--- src/rtl/byte_rx_buffer.sv ---
// byte_rx_buffer: captures bytes from the deserializer with a three-state
// ready/ack handshake and queues them in a DEPTH-entry show-ahead FIFO.
//
// state    | meaning
// ---------+---------------------------------------------------------------
// IDLE     | waiting for byte_ready; captures when the FIFO is not full
// ACK      | ack_out high for exactly this cycle; byte already written
// WAIT_LOW | waiting for byte_ready to fall so a byte is never taken twice
module byte_rx_buffer #(
  parameter int DEPTH  = 8,
  parameter int ADDR_W = $clog2(DEPTH)
) (
  input  logic              clk_100mhz,
  input  logic              reset,
  input  logic [7:0]        byte_in,
  input  logic              byte_ready,
  output logic              ack_out,
  input  logic              read_in,
  output logic [7:0]        data_out,
  output logic              data_valid,
  output logic [ADDR_W:0]   count_out,
  output logic              full_out,
  output logic              underflow_err
);

  typedef enum logic [1:0] {
    IDLE     = 2'd0,
    ACK      = 2'd1,
    WAIT_LOW = 2'd2
  } state_t;

  localparam logic [ADDR_W:0]   FULL_CNT = (ADDR_W+1)'(DEPTH);
  localparam logic [ADDR_W:0]   CNT_ONE  = (ADDR_W+1)'(1);
  localparam logic [ADDR_W-1:0] PTR_ONE  = ADDR_W'(1);

  state_t            state;
  logic [7:0]        mem [DEPTH];
  logic [ADDR_W-1:0] wr_ptr;
  logic [ADDR_W-1:0] rd_ptr;
  logic              wr_en;
  logic              pop;

  // Full is taken from the registered count, so a concurrent pop never
  // opens a slot for a write in the same cycle.
  assign full_out   = (count_out == FULL_CNT);
  assign data_valid = (count_out != '0);
  assign wr_en      = (state == IDLE) && byte_ready && !full_out;
  assign pop        = read_in && data_valid;
  assign data_out   = data_valid ? mem[rd_ptr] : 8'h00;

  // Capture handshake FSM with registered ack pulse.
  always_ff @(posedge clk_100mhz) begin
    if (reset) begin
      state   <= IDLE;
      ack_out <= 1'b0;
    end else begin
      case (state)
        IDLE: begin
          if (byte_ready && !full_out) begin
            state   <= ACK;
            ack_out <= 1'b1;
          end
        end
        ACK: begin
          state   <= WAIT_LOW;
          ack_out <= 1'b0;
        end
        WAIT_LOW: begin
          ack_out <= 1'b0;
          if (!byte_ready) state <= IDLE;
        end
        default: begin
          state   <= IDLE;
          ack_out <= 1'b0;
        end
      endcase
    end
  end

  // FIFO storage write; contents are deliberately not reset.
  always_ff @(posedge clk_100mhz) begin
    if (wr_en) mem[wr_ptr] <= byte_in;
  end

  // Pointers, occupancy count and sticky underflow flag.
  always_ff @(posedge clk_100mhz) begin
    if (reset) begin
      wr_ptr        <= '0;
      rd_ptr        <= '0;
      count_out     <= '0;
      underflow_err <= 1'b0;
    end else begin
      if (wr_en) wr_ptr <= wr_ptr + PTR_ONE;
      if (pop)   rd_ptr <= rd_ptr + PTR_ONE;
      case ({wr_en, pop})
        2'b10:   count_out <= count_out + CNT_ONE;
        2'b01:   count_out <= count_out - CNT_ONE;
        default: count_out <= count_out;
      endcase
      if (read_in && !data_valid) underflow_err <= 1'b1;
    end
  end

endmodule

--- config.mk ---
export PLATFORM = sky130hd
export DESIGN_NAME = byte_rx_buffer
export DESIGN_NICKNAME = d
export VERILOG_FILES = /design/src/rtl/byte_rx_buffer.sv
export SDC_FILE = /design/constraint.sdc
export NUM_CORES = 1
export LEC_CHECK = 0
export ABC_AREA = 1
export CAP_MARGIN = 20
export CELL_PAD_IN_SITES_DETAIL_PLACEMENT = 0
export CELL_PAD_IN_SITES_GLOBAL_PLACEMENT = 2
export CORE_MARGIN = 3
export CORE_UTILIZATION = 38
export DETAILED_ROUTE_END_ITERATION = 16
export PLACE_DENSITY = 0.76
export SLEW_MARGIN = 20
export SYNTH_ARGS = -nofsm -noshare
export SYNTH_HDL_FRONTEND = slang
export SYNTH_SLANG_ARGS = --single-unit
--- constraint.sdc ---
create_clock -name clk_100mhz -period 2.15 [get_ports clk_100mhz]
set_input_delay 0.645 -clock clk_100mhz [delete_from_list [all_inputs] [get_ports clk_100mhz]]
set_output_delay 0.645 -clock clk_100mhz [all_outputs]
set_load 0.005 [all_outputs]
Word-level counts from Yosys, hierarchy flattened

Memories as Yosys holds them, arrays and structs flattened. A register that Yosys moved wholly into a read port is not among the register bits.
Cells that the tools add are included.

Add/sub/neg operators: 4
Eq/ne operators: 7
Mux-type cells: 9
Bitwise logic cells: 1
Reductions and logical operators: 12

Operators with widths:

| operator                                               | count |
|---|---|
| two-way mux 8 bit                                      | 1 |
| case mux 4 bit (2 select lines)                        | 1 |
| adder 3 x 1 -> 3 bit (second input constant)           | 2 |
| two-way mux 3 bit                                      | 2 |
| case mux 2 bit (3 select lines)                        | 1 |
| logical AND 1 bit                                      | 5 |
| adder 4 x 1 -> 4 bit (second input constant)           | 1 |
| == test 2 x 1 -> 1 bit (second input constant)         | 2 |
| == test 2 bit (second input constant)                  | 2 |
| == test 4 bit (second input constant)                  | 1 |
| two-way mux 2 bit                                      | 2 |
| nonzero test 4 bit                                     | 1 |
| subtractor 4 x 1 -> 4 bit (second input constant)      | 1 |
| logical NOT 1 bit                                      | 2 |
| logical NOT 2 bit                                      | 1 |
| two-way mux 1 bit                                      | 2 |
| inequality test 2 x 1 -> 1 bit (second input constant) | 1 |
| inequality test 2 bit (second input constant)          | 1 |
| AND reduction 2 bit                                    | 1 |
| nonzero test 2 bit                                     | 1 |
| OR reduction 2 bit                                     | 1 |
| inverter 1 bit                                         | 1 |

Register bits after elaboration: 14
Bits in writable memories: 64
Bits of input ports: 12
Output and inout bits: 16
Word-level logic and storage cells: 40
Memories kept: 1

Memories:

| memory | depth | width | rd ports | clocked after Yosys merged registers in | write ports | line | text |
|---|---|---|---|---|---|---|---|
| mem    | 8     | 8     | 1        | 1                                       | 1           | 37   | `logic [7:0] mem [DEPTH];` |

Longest topological paths before layout

Gate-level depths: netlist (run 1).

Depth in word-level cells: 5
Depth in mapped cells: 14

Worst setup path after synthesis (run 1)

OpenSTA, ideal clock, no wires.

Path type: register to register
From: register count_out[0]
To: register count_out[2]
Library setup time: 0.115 ns
Arrival time: 1.746 ns
Slack: 0.289 ns
Stages on the path, launching flop included: 13
Buffers on the path: 0
Period minus slack after synthesis: 1.861 ns
Cells stage by stage: dfxtp_1 > nor2_4 > nand3_4 > nand2_4 > inv_4 > ha_1 > nor2_1 > nor2_2 > ha_1 > a21oi_1 > xnor2_1 > o21ai_0 > inv_1

Elaborated cells on any way between the ends: 11

RTL lines:

| what                                                                  | line | text |
|---|---|---|
| from (decl)                                                           | 21   | `output logic [ADDR_W:0] count_out,` |
| from (signal assigned)                                                | 96   | `2'b10: count_out <= count_out + CNT_ONE;` |
| from (signal assigned)                                                | 97   | `2'b01: count_out <= count_out - CNT_ONE;` |
| from (signal assigned)                                                | 98   | `default: count_out <= count_out;` |
| nonzero test 4 bit *                                                  | 46   | `assign data_valid = (count_out != '0);` |
| net data_valid                                                        | 20   | `output logic data_valid,` |
| logical AND 1 bit *                                                   | 48   | `assign pop = read_in && data_valid;` |
| net pop                                                               | 41   | `logic pop;` |
| == test 2 x 1 -> 1 bit or == test 2 bit (tied branches)               | 95   | `case ({wr_en, pop})` |
| case mux 4 bit (2 select lines) or nonzero test 2 bit (tied branches) | -    |  |

Mark *: on every way through the listed nets, which the timed path passes. The rest lies on a longest branch.
A chain may end at the register's enable or synchronous reset.

==> results by group, run 1 <==
Status
  • Status: finished, violations left
  • Failing checks: negative setup slack

Setup path
  • R2r setup slk: 190 ps
  • Reg2Reg Depth: 13
  • Critical Setup Path Class: flip-flop to output port
  • Crit start category: flip-flop
  • RR Endpoint: count_out[2]
  • Worst Setup End Kind: output port
  • Worst endpoint required time: 1500 ps
  • Crit path DAT: 1610 ps
  • Crit path max fanout: 6
  • RR Startpoint: count_out[0]

Layout
  • Commonest cells after routing, fill and taps aside: edfxtp_1, nor2_1, buf_4
  • Final core area utilization: 0.545
  • Non-Filler Instances: roughly 490
  • Inserted Diodes: 0
  • Most common cell after layout, fill and taps aside: edfxtp_1
  • # fillers: 719
  • Share of cells above drive strength 1: 0.284
  • Layout area overhead: 35.8%
  • Final nets: 392
  • Final Cell Area: 4610 um2

Timing
  • Setup-failing EPs final: 8
  • Final hold viol count: 0
  • F_max: 444 MHz
  • Skew final: slightly below 8 ps
  • Final Critical Period: 2250 ps
  • Fin worst setup slack: -101 ps
  • Rel. slew slack: 0.779
  • Setup TNS: -503 ps
  • Final Max Tran Viols: 0
  • Worst slew pin tran: 331 ps
  • RSZ-0062 raised after global routing: true
  • Fin Hold WS: 450 ps
  • Final Cycle Share: 1.05

Pwr
  • Psw: 1.84 mW
  • Post-layout total power: 5.88 mW
  • Pwr Density: roughly 1300 nW/um2
  • Combinational power share: 0.430
  • Clk pwr share: 0.238
  • Flop pwr share: 0.332
  • Int Pwr: 4.04 mW
  • Peak VDD IR: 778 uV
  • Switching Share: 0.314
  • Lkg Pwr: 1.78 nW

Yosys
  • Cell taking the most area after synthesis: edfxtp_1
  • Syn nets: 318
  • Top cell type's share of synthesized area: 0.566
  • Yosys warnings: 0
  • Post-synth cell types: 30
  • #FFs+latches synth: 81
  • Synth Instances: 301
  • Synth Cell Area: 3400 um2
  • Seq/Total Area, Yosys: 0.666
  • Top cells by area, synth: edfxtp_1, dfxtp_1, nor2_1
  • Avg Inst Size Synth: 11.3 um2

Global routing
  • Largest net degree at the start of global routing: 17
  • Vias in the first global route: 2390
  • First-pass GRT wire length: 12300 um
  • Antenna violations before repair: 0
  • GRT Resource Usage Total: 0.165
  • Total congestion overflow: 0

Clock network
  • Clock Path Buffers: 2
  • Reg clk slew, reported paths: 70 ps
  • CTS tree: yes
  • # clock sinks: 81
  • Hold-fix buffers at CTS: 0
  • Total CTS buffers: 9
  • H-tree levels: 3
  • Latest clock arrival within the worst-skew pair: 340 ps
  • Root Buffer: clkbuf_8

Hold path
  • Hold Crit Class: flip-flop to flip-flop
  • Hold Path Cell Cnt: 1
  • HP Start: state[1]
  • WHS Endpoint: state[1]

Floorplanning
  • Die outline height: between 100 and 150 um
  • Ports: 28
  • Core Area: about 8500 um2
  • Starting Density: 0.401
  • Die area: about 10000 um2
  • Site Rows: 33
  • DIE WIDTH: 101 um

Placement
  • DP Cell Count: 452
  • Final Wtd Congestion: 0.753
  • Pre-CTS setup slack: -235 ps
  • Post-DP HPWL: between 4000 and 5000 um
  • Area of placed instances: 4000 um2
  • PortBufs: 27

Job
  • Number of max-cap violations: 0

Route
  • Post-DRT Antenna Nets: 0
  • Vias: approximately 2400
  • Number of remaining DRC errors: 0
  • Avg WL per Cell: 16.2 um
  • Routed WL: 7830 um
  • Vias per cell: 4.94
  • 1st-pass router iterations: 4
  • Initial drt markers: a little over 90
==> cells by family (layout without fill, tap and decap cells) <==
group                      after synthesis  after routing  synth area share
DFF                                     81             81             0.666
adders and majority gates                5              5            0.0184
AOI/OAI and AO/OA                       65             65             0.110
buffers and inverters                   32            111            0.0497
xor gates and xnor gates                 3              3           0.00773
and+or+nand+nor                        115            115             0.149
==> synth_stat cells, drive strengths merged <==
cell	n
dfxtp	17
xor2	1
nor2	77
o211ai	8
o21ai	38
xnor2	2
edfxtp	64
nand2	30
inv	22
a211oi	1
ha	5
clkbuf	1
a21oi	10
buf	9
o22ai	8
nand3	7
nand4	1
==> per-layer routing <==
metal	vias up	track usage	routed length (um)
li1	1197	-	-
met1	1145	0.209	3580
met2	43	0.278	3910
met3	10	0.0381	243
met4	0	0.0549	96
met5	-	0	0
==> power groups by stage <==
stage	sequential, mW	combinational [mW]	clock, mW
2_1_floorplan	1.99	1.11	0
3_3_place_gp	1.97	2.05	0
3_5_place_dp	1.97	2.04	0
4_1_cts	1.95	2.44	1.43
5_1_grt	1.97	2.78	1.50
6_report	1.95	2.53	1.40
==> worst max-delay path, stage by stage, from the launching register on <==
cell and delay, ps:
dfxtp_4 360, buf_6 120, buf_12 120, buf_12 130
nor2_4 90, nor2_1 40, o21ai_1 70, o211ai_1 90
nand2_1 80, nor2_1 40, buf_2 120
==> registers in the layout (all words and copies together), names as in the netlist, named ones only <==
| signal | cells |
|---|---|
| rd_ptr | 3 |
| mem | 64 |
| state | 2 |
| ack_out | 1 |
| count_out | 4 |
| wr_ptr | 3 |
| underflow_err | 1 |
==> worst max-delay path by stage <==
| stage | start | to | slack (ps) |
|---|---|---|---|
| 2_1_floorplan | count_out[0] | count_out[2] | 290 |
| 3_3_place_gp | byte_ready | count_out[2] | -210 |
| 3_5_place_dp | byte_ready | count_out[2] | -240 |
| 4_1_cts | flip-flop | data_out[6] | -120 |
| 5_1_grt | flip-flop | data_out[6] | -210 |
| 6_report | flip-flop | data_out[4] | -100 |
==> cell type report <==
class | count | area, um2 | area share
clock buffers | 11 | 131 | 0.0285
inverters | 22 | 97.6 | 0.0212
repair buffers | 73 | 795 | 0.172
clock inverters | 5 | 128 | 0.0277
flip-flops and latches | 81 | 2270 | 0.492
well taps | 105 | 131 | 0.0285
multi-input cells | 188 | 1060 | 0.230
==> repair_timing <==
action	CTS	global route
pin swaps	16	20
gates resized for setup	59	19
endpoints found under the setup margin	10	10
setup buffers	10	2
gates cloned	5	1
Note: power is estimated with default switching activity, not from simulation.
==> run 2: changes to the inputs <==
--- a/config.mk
+++ b/config.mk
@@ -9,6 +9,7 @@
 export CAP_MARGIN = 20
 export CELL_PAD_IN_SITES_DETAIL_PLACEMENT = 0
 export CELL_PAD_IN_SITES_GLOBAL_PLACEMENT = 2
+export CORE_ASPECT_RATIO = 1.1
 export CORE_MARGIN = 3
 export CORE_UTILIZATION = 38
 export DETAILED_ROUTE_END_ITERATION = 16
==> run 2 against run 1 <==
  * The run still ends with negative setup slack left
  * Non-clock buffer count grew 2
  * Hold slack worse by 4.2 ps
  * Clock skew is 3.6 ps higher
  * Sequential share of layout area up 1.5 points
  * Count of clock-buffer cells in the layout is 2 lower
  * Critical endpoint is now data_out[5]
==> results by group, run 2 (synthesis results as in run 1) <==
Status
  • Status: finished, violations left
  • Failing checks: negative setup slack

Global routing
  • GRT Resource Usage Total: 0.161 (-0.00401)
  • Antenna violations before repair: 0 (unchanged)
  • Vias in the first global route: 2336 (-2.3%)
  • First-pass GRT wire length: 12000 um (-2.3%)
  • Largest net degree at the start of global routing: 17 (unchanged)
  • Total congestion overflow: 0 (unchanged)

Timing
  • Rel. slew slack: 0.787 (+0.00767)
  • Final hold viol count: 0 (unchanged)
  • Fin worst setup slack: -61.5 ps (+39.5 ps)
  • Final Cycle Share: 1.03 (-0.0184)
  • Final Critical Period: 2210 ps (-39.5 ps)
  • RSZ-0062 raised after global routing: true
  • Final Max Tran Viols: 0 (unchanged)
  • Setup-failing EPs final: 6 (-2)
  • Skew final: 11.5 ps (+3.63 ps)
  • Worst slew pin tran: 319 ps (-11.5 ps)
  • F_max: 452 MHz (+1.8%)

Layout
  • Commonest cells after routing, fill and taps aside: edfxtp_1, nor2_1, buf_4
  • Inserted Diodes: 0 (unchanged)
  • # fillers: 757 (+5.3%)
  • Share of cells above drive strength 1: 0.275 (-0.00934)
  • Storage element area: 2270 um2 (unchanged)
  • Area of the multi-input gates: 1000 um2 (-5.2%)
  • Largest register by flop count: mem
  • Final nets: 394 (+0.51%)
  • Max reg flops: 64 (unchanged)
  • Layout area overhead: 31.8%
  • Top Registers: mem: 64 flops, count_out: 4 flops
  • Non-Filler Instances: 493 (+1.6%)
  • Most common cell after layout, fill and taps aside: edfxtp_1

Pwr
  • Lkg Pwr: 1.73 nW (-3.0%)
  • Combinational power share: 0.409 (-0.021)
  • Int Pwr: 3.75 mW (-7.2%)
  • Psw: 1.81 mW (-2.1%)
  • Clk pwr share: 0.238 (about the same)
  • Pwr Density: 1240 nW/um2 (-2.8%)
  • Peak VDD IR: 919 uV (+18%)
  • Switching Share: 0.325 (+0.0117)
  • Flop pwr share: 0.353 (+0.021)

Clock network
  • Root Buffer: clkbuf_8
  • Total CTS buffers: 9 (unchanged)
  • CTS tree: yes
  • Latest clock arrival within the worst-skew pair: 350 ps (about the same)
  • H-tree levels: 3 (unchanged)
  • Clock Path Buffers: 2 (unchanged)
  • # clock sinks: 81 (unchanged)
  • Reg clk slew, reported paths: 80 ps (about the same)

Route
  • Post-DRT Antenna Nets: 0 (unchanged)
  • Routed WL: 7450 um (-4.9%)
  • Vias per cell: 4.77 (-3.3%)
  • Number of remaining DRC errors: 0 (unchanged)
  • Vias: 2354 (-1.7%)
  • 1st-pass router iterations: 4 (unchanged)
  • Initial drt markers: 94 (+1.1%)
  • Avg WL per Cell: 15.1 um (-6.4%)

Setup path
  • CP max stage delay: 420 ps (+60 ps)
  • CP max-delay cell: dfxtp_4
  • R2r setup slk: 160 ps (-30 ps)
  • Worst Setup End Kind: output port
  • Crit path buffers/inverters: 3 (-1)
  • Crit path max fanout: 4 (-2)
  • Crit start category: flip-flop
  • Crit path DAT: 1570 ps (-40 ps)
  • Delay-heaviest family, CP: flip-flops
  • RR Startpoint: count_out[0]
  • Critical path, cell by cell: buf_6 -> buf_6 -> nor2_4 -> nor2_2 -> o21ai_1 -> o211ai_1 -> nand2_1 -> nor2_2 -> buf_2
  • Worst endpoint required time: 1500 ps (about the same)
  • Reg2Reg Depth: 13 (unchanged)
  • RR Endpoint: count_out[2]
  • Critical Setup Path Class: flip-flop to output port

Job
  • Number of max-cap violations: 0 (unchanged)

Placement
  • PortBufs: 27 (unchanged)
  • DP Cell Count: 460 (+1.8%)
  • Post-DP HPWL: 4850 um (+2.2%)
  • Final Wtd Congestion: 0.734 (-2.6%)
  • Pre-CTS setup slack: -215 ps (+20.0 ps)

Floorplanning
  • Die area: 10100 um2 (about the same)
  • Site Rows: 35 (+6.1%)
  • Ports: 28 (unchanged)
  • DIE WIDTH: 96.2 um (-4.4%)
  • Core Area: 8540 um2 (+0.89%)
  • Starting Density: 0.398 (-0.00353)
  • Die outline height: 105 um (+4.6%)

Hold path
  • Hold Crit Class: flip-flop to flip-flop
  • HP Start: state[1]
  • WHS Endpoint: state[1]
  • Hold Path Cell Cnt: 1 (unchanged)
-- run 2: cell count changes in the layout (fill, tap and decap cells not counted), moves of 3 or more --
cell / delta
buf_6: +7
buf_12: -3
o21ai_1: +5
o21ai_2: -4
-- run 2: how the worst max path moves through the flow --
stage / startpoint / endpoint / slack [ps] / cells after the start
after floorplan: count_out[0] / count_out[2] / 290 / 12
after global placement: byte_ready / count_out[2] / -230 / 10
after detailed placement: read_in / count_out[2] / -220 / 12
after CTS: flip-flop / data_out[5] / -110 / 9
after global routing: flip-flop / data_out[4] / -190 / 9
final: flip-flop / data_out[5] / -60 / 9
-- run 2: layout make-up --
| class | count | share of cell area |
|---|---|---|
| clock buffer | 9 | 0.0277 |
| inverter | 22 | 0.0201 |
| multi-input combinational | 188 | 0.224 |
| timing repair buffer | 75 | 0.163 |
| clock inverter | 7 | 0.0265 |
| tap | 111 | 0.0310 |
| sequential | 81 | 0.507 |
-- run 2: power by group through the flow --
| stage | logic, mW | registers (mW) | clock network (mW) |
|---|---|---|---|
| floorplan | 1.11 | 1.99 | 0 |
| global placement | 2.03 | 1.97 | 0 |
| detailed placement | 2.02 | 1.98 | 0 |
| CTS | 2.23 | 1.96 | 1.35 |
| global route | 2.55 | 1.98 | 1.40 |
| finish | 2.27 | 1.96 | 1.32 |
-- run 2: metrics by stage --
stage / total power [mW] / cell area [um2] / setup TNS, ps / util / hold slack (ps)
floorplan: 3.09 / 3400 / 0 / - / 414
global placement: 4.00 / 4010 / -4670 / 0.469 / 430
detailed placement: 4.00 / 4010 / -4610 / 0.469 / 434
CTS: 5.54 / 4420 / -571 / 0.518 / 453
global route: 5.94 / 4480 / -1190 / 0.524 / 478
finish: 5.55 / 4480 / -234 / 0.524 / 446
-- run 2: repair_timing --
item / 4_1_cts / 5_1_grt
gates resized for setup: 59 / 14
setup buffers: 14 / 2
pin swaps: 23 / 16
hold buffers: 0 / 0
gates cloned: 2 / 0
setup endpoints to repair: 10 / 10
-- run 2: layer usage --
| layer | wire [um] | vias up | GRT usage |
|---|---|---|---|
| met4 | 101 | 0 | 0.0640 |
| met1 | 3390 | 1118 | 0.207 |
| li1 | - | 1195 | - |
| met5 | 0 | - | 0 |
| met3 | 208 | 9 | 0.0274 |
| met2 | 3750 | 32 | 0.265 |
